File: src/rtl/xyz_unit_arbiter_pkg.sv
// Shared definitions for the xyz unit arbiter: FSM state encoding and a
// width helper used to size the requester id and the latency counter.
package xyz_unit_arbiter_pkg;

  typedef enum logic {
    ST_IDLE = 1'b0,
    ST_WAIT = 1'b1
  } state_e;

  // ceil(log2(n)) with a floor of 1 so single-value counters still get a bit
  function automatic int unsigned clog2w(input int unsigned n);
    int unsigned w;
    w = 1;
    for (int unsigned i = 1; i < 32; i++) begin
      if ((32'd1 << i) < n) w = i + 1;
    end
    return w;
  endfunction

endpackage

File: src/rtl/xyz_unit_arbiter_if.sv
// Requester-side bus of the xyz unit arbiter.
//   req/op_x/op_y/op_z : per-requester request level and operand bits
//   gnt                : one-hot grant pulse
//   rsp_valid/id/data  : one-cycle result pulse tagged with requester id
//   busy               : operation in flight
// master = requester logic, slave = arbiter.
interface xyz_unit_arbiter_if
  import xyz_unit_arbiter_pkg::*;
#(
  parameter int unsigned NREQ = 4,
  parameter int unsigned IDW  = clog2w(NREQ)
);

  logic [NREQ-1:0] req;
  logic [NREQ-1:0] op_x;
  logic [NREQ-1:0] op_y;
  logic [NREQ-1:0] op_z;
  logic [NREQ-1:0] gnt;
  logic            rsp_valid;
  logic [IDW-1:0]  rsp_id;
  logic            rsp_data;
  logic            busy;

  modport master (
    output req, op_x, op_y, op_z,
    input  gnt, rsp_valid, rsp_id, rsp_data, busy
  );

  modport slave (
    input  req, op_x, op_y, op_z,
    output gnt, rsp_valid, rsp_id, rsp_data, busy
  );

endinterface

File: src/rtl/xyz_rr_pick.sv
// Combinational rotate-priority picker.
//   req    : request vector
//   ptr    : highest-priority index this round
//   any    : at least one request set
//   idx    : first set index scanning ptr, ptr+1, ... mod NREQ
//   onehot : one-hot of idx (zero when no request)
module xyz_rr_pick
  import xyz_unit_arbiter_pkg::*;
#(
  parameter int unsigned NREQ = 4,
  parameter int unsigned IDW  = clog2w(NREQ)
) (
  input  logic [NREQ-1:0] req,
  input  logic [IDW-1:0]  ptr,
  output logic            any_c,
  output logic [IDW-1:0]  idx_c,
  output logic [NREQ-1:0] onehot_c
);

  int unsigned    pos;
  logic [IDW-1:0] pos_w;

  // First hit in rotated order wins; later hits are masked by any_c
  always_comb begin
    any_c    = 1'b0;
    idx_c    = '0;
    onehot_c = '0;
    pos      = 0;
    pos_w    = '0;
    for (int unsigned k = 0; k < NREQ; k++) begin
      pos   = (32'(ptr) + k) % NREQ;
      pos_w = IDW'(pos);
      if (!any_c && req[pos_w]) begin
        any_c = 1'b1;
        idx_c = pos_w;
      end
    end
    if (any_c) onehot_c = NREQ'(1) << idx_c;
  end

endmodule

File: src/rtl/xyz_unit_arbiter.sv
// Round-robin arbiter sharing one 3-input, 1-bit function unit among NREQ
// requesters. The winner's operands are registered onto unit_x/y/z, held for
// LAT cycles, then unit_out is captured and returned with the winner's id.
//   clk, rstn      : clock, synchronous active-low reset
//   bus (slave)    : requester bus (req, op_*, gnt, rsp_*, busy)
//   unit_x/y/z     : registered operands to the shared unit
//   unit_out       : result from the shared unit
module xyz_unit_arbiter
  import xyz_unit_arbiter_pkg::*;
#(
  parameter int unsigned NREQ = 4,
  parameter int unsigned LAT  = 2,
  parameter int unsigned IDW  = clog2w(NREQ)
) (
  input  logic                   clk,
  input  logic                   rstn,
  xyz_unit_arbiter_if.slave      bus,
  output logic                   unit_x,
  output logic                   unit_y,
  output logic                   unit_z,
  input  logic                   unit_out
);

  localparam int unsigned CNTW = clog2w(LAT);

  if (NREQ < 2) begin : g_bad_nreq
    $error("xyz_unit_arbiter: NREQ must be >= 2");
  end
  if (LAT < 1) begin : g_bad_lat
    $error("xyz_unit_arbiter: LAT must be >= 1");
  end

  state_e          state_q,     state_d;
  logic [IDW-1:0]  ptr_q,       ptr_d;
  logic [CNTW-1:0] cnt_q,       cnt_d;
  logic [IDW-1:0]  cur_id_q,    cur_id_d;
  logic [NREQ-1:0] gnt_q,       gnt_d;
  logic            unit_x_q,    unit_x_d;
  logic            unit_y_q,    unit_y_d;
  logic            unit_z_q,    unit_z_d;
  logic            rsp_valid_q, rsp_valid_d;
  logic [IDW-1:0]  rsp_id_q,    rsp_id_d;
  logic            rsp_data_q,  rsp_data_d;
  logic            busy_q,      busy_d;

  logic            pick_any_c;
  logic [IDW-1:0]  pick_idx_c;
  logic [NREQ-1:0] pick_onehot_c;

  xyz_rr_pick #(
    .NREQ (NREQ),
    .IDW  (IDW)
  ) u_pick (
    .req      (bus.req),
    .ptr      (ptr_q),
    .any_c    (pick_any_c),
    .idx_c    (pick_idx_c),
    .onehot_c (pick_onehot_c)
  );

  // Next-state and registered-output logic
  always_comb begin
    state_d     = state_q;
    ptr_d       = ptr_q;
    cnt_d       = cnt_q;
    cur_id_d    = cur_id_q;
    gnt_d       = '0;
    unit_x_d    = unit_x_q;
    unit_y_d    = unit_y_q;
    unit_z_d    = unit_z_q;
    rsp_valid_d = 1'b0;
    rsp_id_d    = rsp_id_q;
    rsp_data_d  = rsp_data_q;
    busy_d      = busy_q;
    unique case (state_q)
      ST_IDLE: begin
        if (pick_any_c) begin
          gnt_d    = pick_onehot_c;
          unit_x_d = bus.op_x[pick_idx_c];
          unit_y_d = bus.op_y[pick_idx_c];
          unit_z_d = bus.op_z[pick_idx_c];
          cur_id_d = pick_idx_c;
          // Explicit wrap keeps non-power-of-two NREQ correct
          ptr_d    = (pick_idx_c == IDW'(NREQ - 1)) ? '0 : pick_idx_c + IDW'(1);
          cnt_d    = '0;
          busy_d   = 1'b1;
          state_d  = ST_WAIT;
        end
      end
      ST_WAIT: begin
        if (cnt_q == CNTW'(LAT - 1)) begin
          rsp_data_d  = unit_out;
          rsp_id_d    = cur_id_q;
          rsp_valid_d = 1'b1;
          busy_d      = 1'b0;
          cnt_d       = '0;
          state_d     = ST_IDLE;
        end else begin
          cnt_d = cnt_q + CNTW'(1);
        end
      end
      default: state_d = ST_IDLE;
    endcase
  end

  // State register with synchronous reset
  always_ff @(posedge clk) begin
    if (!rstn) begin
      state_q     <= ST_IDLE;
      ptr_q       <= '0;
      cnt_q       <= '0;
      cur_id_q    <= '0;
      gnt_q       <= '0;
      unit_x_q    <= 1'b0;
      unit_y_q    <= 1'b0;
      unit_z_q    <= 1'b0;
      rsp_valid_q <= 1'b0;
      rsp_id_q    <= '0;
      rsp_data_q  <= 1'b0;
      busy_q      <= 1'b0;
    end else begin
      state_q     <= state_d;
      ptr_q       <= ptr_d;
      cnt_q       <= cnt_d;
      cur_id_q    <= cur_id_d;
      gnt_q       <= gnt_d;
      unit_x_q    <= unit_x_d;
      unit_y_q    <= unit_y_d;
      unit_z_q    <= unit_z_d;
      rsp_valid_q <= rsp_valid_d;
      rsp_id_q    <= rsp_id_d;
      rsp_data_q  <= rsp_data_d;
      busy_q      <= busy_d;
    end
  end

  assign bus.gnt       = gnt_q;
  assign bus.rsp_valid = rsp_valid_q;
  assign bus.rsp_id    = rsp_id_q;
  assign bus.rsp_data  = rsp_data_q;
  assign bus.busy      = busy_q;
  assign unit_x        = unit_x_q;
  assign unit_y        = unit_y_q;
  assign unit_z        = unit_z_q;

endmodule

File: src/flat_wrapper.sv
// flat-port wrapper written by rule: the top's interface ports become plain ports
module xyz_unit_arbiter_flat import xyz_unit_arbiter_pkg::*;
#(
  parameter int unsigned NREQ = 4,
  parameter int unsigned LAT  = 2,
  parameter int unsigned IDW  = clog2w(NREQ)
)
  (clk, rstn, unit_x, unit_y, unit_z, unit_out, bus_req, bus_op_x, bus_op_y, bus_op_z, bus_gnt, bus_rsp_valid, bus_rsp_id, bus_rsp_data, bus_busy);
  xyz_unit_arbiter_if #(.NREQ(NREQ), .IDW(IDW)) bus_i ();
  input  logic clk;
  input  logic rstn;
  output logic unit_x;
  output logic unit_y;
  output logic unit_z;
  input  logic unit_out;
  input wire logic [$bits(bus_i.req)-1:0] bus_req;
  input wire logic [$bits(bus_i.op_x)-1:0] bus_op_x;
  input wire logic [$bits(bus_i.op_y)-1:0] bus_op_y;
  input wire logic [$bits(bus_i.op_z)-1:0] bus_op_z;
  output wire logic [$bits(bus_i.gnt)-1:0] bus_gnt;
  output wire logic [$bits(bus_i.rsp_valid)-1:0] bus_rsp_valid;
  output wire logic [$bits(bus_i.rsp_id)-1:0] bus_rsp_id;
  output wire logic [$bits(bus_i.rsp_data)-1:0] bus_rsp_data;
  output wire logic [$bits(bus_i.busy)-1:0] bus_busy;
  assign bus_i.req = bus_req;
  assign bus_i.op_x = bus_op_x;
  assign bus_i.op_y = bus_op_y;
  assign bus_i.op_z = bus_op_z;
  assign bus_gnt = bus_i.gnt;
  assign bus_rsp_valid = bus_i.rsp_valid;
  assign bus_rsp_id = bus_i.rsp_id;
  assign bus_rsp_data = bus_i.rsp_data;
  assign bus_busy = bus_i.busy;
  xyz_unit_arbiter #(.NREQ(NREQ), .LAT(LAT), .IDW(IDW)) u_core (.clk(clk), .rstn(rstn), .bus(bus_i), .unit_x(unit_x), .unit_y(unit_y), .unit_z(unit_z), .unit_out(unit_out));
endmodule
File: config.mk
export PLATFORM = sky130hd
export DESIGN_NAME = xyz_unit_arbiter_flat
export DESIGN_NICKNAME = d
export VERILOG_FILES = /design/src/rtl/xyz_unit_arbiter_pkg.sv /design/src/rtl/xyz_unit_arbiter_if.sv /design/src/rtl/xyz_rr_pick.sv /design/src/rtl/xyz_unit_arbiter.sv /design/src/flat_wrapper.sv
export SDC_FILE = /design/constraint.sdc
export NUM_CORES = 1
export LEC_CHECK = 0
export ABC_AREA = 1
export CAP_MARGIN = 20
export CORE_AREA = 4 4 66 68
export DETAILED_ROUTE_END_ITERATION = 7
export DIE_AREA = 0 0 70 72
export HOLD_SLACK_MARGIN = 0.05
export PLACE_DENSITY = 0.51
export SYNTH_ARGS = -nofsm -noshare
export SYNTH_HDL_FRONTEND = slang
export SYNTH_HIERARCHICAL = 1
export SYNTH_SLANG_ARGS = --single-unit
File: constraint.sdc
create_clock -name clk -period 2.05 [get_ports clk]
set_input_delay 0.41 -clock clk [delete_from_list [all_inputs] [get_ports clk]]
set_output_delay 0.41 -clock clk [all_outputs]
set_load 0.01 [all_outputs]
==> results.json, run 1 <==
{
  "gp_congestion": 0.829,
  "cts_max_path_buffers": 2,
  "route.vias.total": 1105,
  "peakVddDrop_mv": 0.864,
  "syn-instance-count": 169,
  "worstMarginPinSlew_ns": 0.274,
  "synth.avg_cell_area_um2": 6.45,
  "power_frac_seq_pct": 22.0,
  "yosysSeqAreaShare_pct": 33.1,
  "hpwl_um": 1950,
  "placed_area_um2": 1520,
  "finalInstanceArea_um2": 1570,
  "setup_tns_ns": 0,
  "final_cell_count_no_fill": 260,
  "numPlacedInstances": 256,
  "path_buf_inv": 4,
  "clock-sinks": 18,
  "cp-end-kind": "flip-flop",
  "dieArea_um2": 5040,
  "slowest_delay_ns": 0.47,
  "crit_required_ns": 2.20,
  "cts_tree": "yes",
  "drtIter0Drc": 33,
  "min_to": "u_core/bus.busy$_SDFFE_PN0P_",
  "cts_root_buffer": "clkbuf_8",
  "power.switching_mw": 1.01,
  "cts_htree_levels": 1,
  "crit_path_max_fanout": 6,
  "maxSlewViolCount": 0,
  "core.rowCount": 23,
  "min_path_cells": 2,
  "antenna_left": 0,
  "r2r_end": "u_core/unit_z$_SDFFE_PN0P_",
  "grt_pass1_vias": 1058,
  "syn_to_final_growth_pct": 44.2,
  "antenna_found_initial": 0,
  "hold_ws_ns": 0.450,
  "boundaryPins": 31,
  "syn_area_um2": 1090,
  "cts_resized": 0,
  "drive_gt1_share_pct": 20.5,
  "cts_buffers": 3,
  "p_leak_nw": 0.772,
  "path_cells": "clkdlybuf4s50_1 > inv_1 > nand2_1 > nand2_1 > o21ai_1 > nand2_1 > nand2_1 > nand2_2 > nand3_2 > inv_2 > buf_4 > nand2_1 > nand3_1 > nand3_1 > nand2_1",
  "wl_met2_um": 1050,
  "nets": 231,
  "die_w_um": 70,
  "die_h_um": 72,
  "ctsHoldBuffers": 0,
  "via_per_inst": 4.25,
  "critical_path_arrival_ns": 2.02,
  "total_power_mw": 2.29,
  "grt-ovfl-total": 0,
  "layout_commonest_cell": "nand2_1",
  "grt_usage_pct": 9.87,
  "grt_max_degree": 11,
  "pwr-share-clk_pct": 12.6,
  "final.min_clock_period_ns": 1.87,
  "drt-met1-wl_um": 1100,
  "dpl_worst_slack_ns": -0.155,
  "cellPowerDensity_nw_per_um2": 1460,
  "rsz0062_at_grt": "false",
  "core_area_um2": 3860,
  "critPathKind": "input pin to flip-flop",
  "maxSlewHeadroom_pct": 81.7,
  "ys_types": 20,
  "numPortBuffers": 30,
  "top_layer": "met4",
  "hold_path_class": "flip-flop to flip-flop",
  "synth_seq_cells": 18,
  "initial_utilization_pct": 28.3,
  "crit_slowest_cell": "clkdlybuf4s50_1",
  "skew_ns": 0.00290,
  "reg2reg_from": "u_core/ptr_q[0]$_SDFFE_PN0P_",
  "worst_r2r_path_depth": 15,
  "outcome": "completed",
  "fmax_mhz": 536,
  "maxCapViolCount": 0,
  "clk_latency_ns": 0.25,
  "finalHoldViolations": 0,
  "grt_first_pass_wirelength_um": 4180,
  "hp-start": "u_core/bus.busy$_SDFFE_PN0P_",
  "insertedDiodeCount": 0,
  "combPwrFrac_pct": 65.4,
  "cpMostUsedCell": "nand2_1",
  "dr.pass1.iters": 4,
  "syn_nets": 189,
  "wire_per_inst_um": 8.83,
  "final_util_pct": 40.8,
  "crit_family": "simple AND/OR/NAND/NOR gates",
  "cts_setup_buffers": 0,
  "setup_viol": 0,
  "p_sw_share_pct": 44.1,
  "clk_pin_slew_worst_paths_ns": 0.07,
  "rrSetupSlack_ns": 0.27,
  "internal_power_mw": 1.28,
  "wirelength_um": 2300,
  "period_share_pct": 91.0,
  "met3_length_um": 98,
  "cp-start-kind": "input pin",
  "setup_slack_ns": 0.185,
  "layout_common_cells": "nand2_1, clkdlybuf4s50_1, inv_1, dfxtp_1, nand3_1",
  "ys_warn_count": 6,
  "drc": 0
}
-- sequential cells by signal, indices dropped and copies added (netlist names) --
signal and count:
u_core/bus.gnt 4, u_core/bus.rsp_id 2, u_core/cur_id_q 2, u_core/ptr_q 2, u_core/bus.busy 1, u_core/bus.rsp_data 1, u_core/bus.rsp_valid 1, u_core/cnt_q 1
u_core/state_q 1, u_core/unit_x 1, u_core/unit_y 1, u_core/unit_z 1
-- worst min-delay path, cell delays in order, from the launching register on --
cell,delay (ns)
dfxtp_1,0.31
inv_1,0.04
a21oi_1,0.05
-- worst max-delay path by stage --
stage	startpoint	to	slack, ns	cells past startpoint
after floorplan	u_core/ptr_q[0]$_SDFFE_PN0P_	u_core/unit_x$_SDFFE_PN0P_	0.29	15
after CTS	bus_req[3]	u_core/unit_z$_SDFFE_PN0P_	0.12	14
final	bus_req[3]	u_core/unit_z$_SDFFE_PN0P_	0.18	15
after global placement	bus_req[2]	u_core/unit_x$_SDFFE_PN0P_	-0.08	15
after global routing	bus_req[3]	u_core/unit_z$_SDFFE_PN0P_	0.01	15
after detailed placement	bus_req[3]	u_core/unit_z$_SDFFE_PN0P_	-0.15	14
-- power groups by stage --
| stage | registers (mW) | clock network (mW) | logic, mW |
|---|---|---|---|
| after global routing | 0.519 | 0.319 | 1.71 |
| after floorplan | 0.529 | 0 | 0.977 |
| after detailed placement | 0.512 | 0 | 1.50 |
| after global placement | 0.510 | 0 | 1.49 |
| final | 0.504 | 0.289 | 1.50 |
| after CTS | 0.506 | 0.303 | 1.51 |
-- kinds of logic after synthesis --
logic type                 after synthesis  synth area share (%)
DFF                                     18                  33.1
buffers and inverters                   28                  11.1
and+or+nand+nor                        115                  51.4
AOI/OAI and AO/OA                        7                  3.21
adders and majority gates                1                  1.15
-- metal layers --
layer / track usage [%] / vias up
met5: 0 / -
met4: 3.19 / 0
met3: 3.19 / 4
met2: 17.2 / 26
met1: 11.5 / 477
li1: - / 598
-- synthesized netlist by cell type --
| cell | n | area share (%) |
|---|---|---|
| ha_1 | 1 | 1.1 |
| nand3_2 | 5 | 4.6 |
| nand3_1 | 17 | 7.8 |
| nand4_1 | 1 | 0.57 |
| inv_8 | 1 | 1.0 |
| o21ai_1 | 3 | 1.4 |
| inv_1 | 20 | 6.9 |
| nand2_4 | 4 | 4.1 |
| buf_6 | 1 | 1.0 |
| dfxtp_1 | 18 | 33 |
| o21ai_0 | 3 | 1.4 |
| a21oi_1 | 1 | 0.46 |
| inv_2 | 5 | 1.7 |
| nand2_2 | 10 | 5.7 |
| nand2_1 | 58 | 20 |
| nor2_4 | 2 | 2.1 |
| nor2_1 | 16 | 5.5 |
| nor2_2 | 1 | 0.57 |
| nor3_1 | 1 | 0.46 |
| buf_2 | 1 | 0.46 |
-- area by class of cell --
type / count / area [um2]
fillers: 432 / 2280
multi-input cells: 123 / 608
repair buffers: 39 / 380
flip-flops and latches: 18 / 360
inverters: 26 / 105
well taps: 50 / 62.6
clock buffers: 4 / 55.1
Power figures use the tool's default switching activity.
==> run 2: changes to the inputs <==
- CTS_BUF_LIST: default -> sky130_fd_sc_hd__clkbuf_16
- MAX_ROUTING_LAYER: default -> met4
- SLEW_MARGIN: default -> 20
==> run 2 against run 1 <==
Net effect:
- design area rose by 1.8%
- flip-flop and latch count is the same
- total power up 5.0%
- clock power is 35% higher
- critical endpoint unchanged
- clock skew fell by 0.0019 ns
- register-to-register slack is essentially flat
- worst hold slack worse by 0.0013 ns
- sequential power barely moved
- critical path depth unchanged
- combinational power hardly changed
==> results.json, run 2 (synthesized netlist as in run 1, its figures left out) <==
{
  "setup_slack_ns": 0.172,
  "clock-sinks": 18,
  "dr.pass1.iters": 2,
  "hold_ws_ns": 0.449,
  "wirelength_um": 2330,
  "rsz0062_at_grt": "false",
  "placed_area_um2": 1520,
  "grt_pass1_vias": 1065,
  "die_h_um": 72,
  "cpMostUsedCell": "nand2_1",
  "die_w_um": 70,
  "dpl_worst_slack_ns": -0.155,
  "core_area_um2": 3860,
  "insertedDiodeCount": 0,
  "antenna_found_initial": 0,
  "cts_buffers": 3,
  "finalInstanceArea_um2": 1600,
  "setup_viol": 0,
  "layout_common_cells": "nand2_1, clkdlybuf4s50_1, inv_1, dfxtp_1, nand3_1",
  "drc": 0,
  "skew_ns": 0.00100,
  "syn_to_final_growth_pct": 46.7,
  "cts_max_path_buffers": 2,
  "largest_reg_flops": 4,
  "cts_htree_levels": 1,
  "clk_latency_ns": 0.25,
  "maxSlewHeadroom_pct": 81.2,
  "final_util_pct": 41.5,
  "crit_path_max_fanout": 6,
  "drive_gt1_share_pct": 20.5,
  "multi_input_area_um2": 612,
  "grt_max_degree": 11,
  "grt-ovfl-total": 0,
  "maxCapViolCount": 0,
  "critPathKind": "input pin to flip-flop",
  "dieArea_um2": 5040,
  "critical_path_arrival_ns": 2.02,
  "regArea_um2": 360,
  "grt_first_pass_wirelength_um": 4220,
  "slowest_delay_ns": 0.47,
  "boundaryPins": 31,
  "wire_per_inst_um": 8.96,
  "final.min_clock_period_ns": 1.88,
  "core.rowCount": 23,
  "fmax_mhz": 532,
  "outcome": "completed",
  "gp_congestion": 0.842,
  "p_leak_nw": 0.783,
  "crit_slowest_cell": "clkdlybuf4s50_1",
  "hold_path_class": "flip-flop to flip-flop",
  "worstMarginPinSlew_ns": 0.281,
  "crit_family": "simple AND/OR/NAND/NOR gates",
  "antenna_left": 0,
  "path_buf_inv": 4,
  "path_cells": "clkdlybuf4s50_1 > inv_1 > nand2_1 > nand2_1 > o21ai_2 > nand2_1 > nand2_1 > nand2_2 > nand3_2 > inv_2 > buf_4 > nand2_1 > nand3_1 > nand3_1 > nand2_1",
  "nets": 231,
  "numPortBuffers": 30,
  "cp-start-kind": "input pin",
  "via_per_inst": 4.23,
  "period_share_pct": 91.6,
  "cts_root_buffer": "clkbuf_16",
  "initial_utilization_pct": 28.3,
  "maxSlewViolCount": 0,
  "peakVddDrop_mv": 0.865,
  "cp-end-kind": "flip-flop",
  "finalHoldViolations": 0,
  "grt_usage_pct": 10.3,
  "hpwl_um": 1950,
  "n_fill_cell": 431,
  "cts_tree": "yes",
  "total_power_mw": 2.40,
  "layout_commonest_cell": "nand2_1",
  "drtIter0Drc": 43,
  "cellPowerDensity_nw_per_um2": 1500,
  "route.vias.total": 1100,
  "crit_required_ns": 2.19,
  "clk_pin_slew_worst_paths_ns": 0.05
}
## run 2: cell types whose count changed in the layout (fill, tap and decap cells not counted)
cell / delta
o21ai_2: +1
clkinv_1: +1
clkbuf_16: +3
o21ai_1: -1
clkbuf_8: -4
## run 2: final cells by class
| class | count | share of cell area [%] |
|---|---|---|
| multi-input combinational | 123 | 38.3 |
| timing repair buffer | 39 | 23.8 |
| sequential | 18 | 22.5 |
| inverter | 26 | 6.57 |
| clock buffer | 3 | 4.69 |
| tap | 50 | 3.91 |
| clock inverter | 1 | 0.235 |
## run 2: per-layer routing
layer  vias to the layer above  track usage [%]  wire length [um]
met3                         2             3.05                96
met1                       477             11.6              1110
met2                        22             17.6              1100
met5                         -                -                 0
li1                        599                -                 -
met4                         0             3.19                24
## run 2: report_power, final
group          internal (mW)  total (mW)  switching [mW]
Sequential             0.448       0.507          0.0590
Combinational          0.664        1.51           0.843
Clock                  0.259       0.390           0.130
## run 2: worst paths after layout
check,cells past startpoint,slack (ns),end,from
min reg2reg,2,0.45,u_core/bus.busy$_SDFFE_PN0P_,u_core/bus.busy$_SDFFE_PN0P_
max reg2reg,15,0.27,u_core/unit_z$_SDFFE_PN0P_,u_core/ptr_q[0]$_SDFFE_PN0P_
max,15,0.17,u_core/unit_z$_SDFFE_PN0P_,bus_req[3]
min,2,0.45,u_core/bus.busy$_SDFFE_PN0P_,u_core/bus.busy$_SDFFE_PN0P_
## run 2: worst reg2reg max path, cell delays in order, from the launching register on
cell     delay [ns]
dfxtp_1        0.39
buf_12         0.15
inv_8          0.05
nand2_1        0.09
nand2_4        0.08
nand2_1        0.06
nand2_1        0.07
nand2_1        0.08
nand3_1        0.10
nand3_2        0.11
inv_2          0.06
buf_4          0.15
nand2_1        0.06
nand3_1        0.08
nand3_1        0.09
nand2_1        0.05
## run 2: repair_timing
action / in CTS / in global routing
hold buffers: 0 / 0
setup buffers: 0 / 0
gates resized for setup: 0 / 3
setup endpoints to repair: 0 / 3
## run 2: per-stage QoR
| stage | std cells | TNS (ns) |
|---|---|---|
| after floorplan | 169 | 0 |
| after global placement | 256 | -0.335 |
| after detailed placement | 256 | -0.705 |
| after CTS | 260 | 0 |
| after global routing | 260 | 0 |
| final | 260 | 0 |
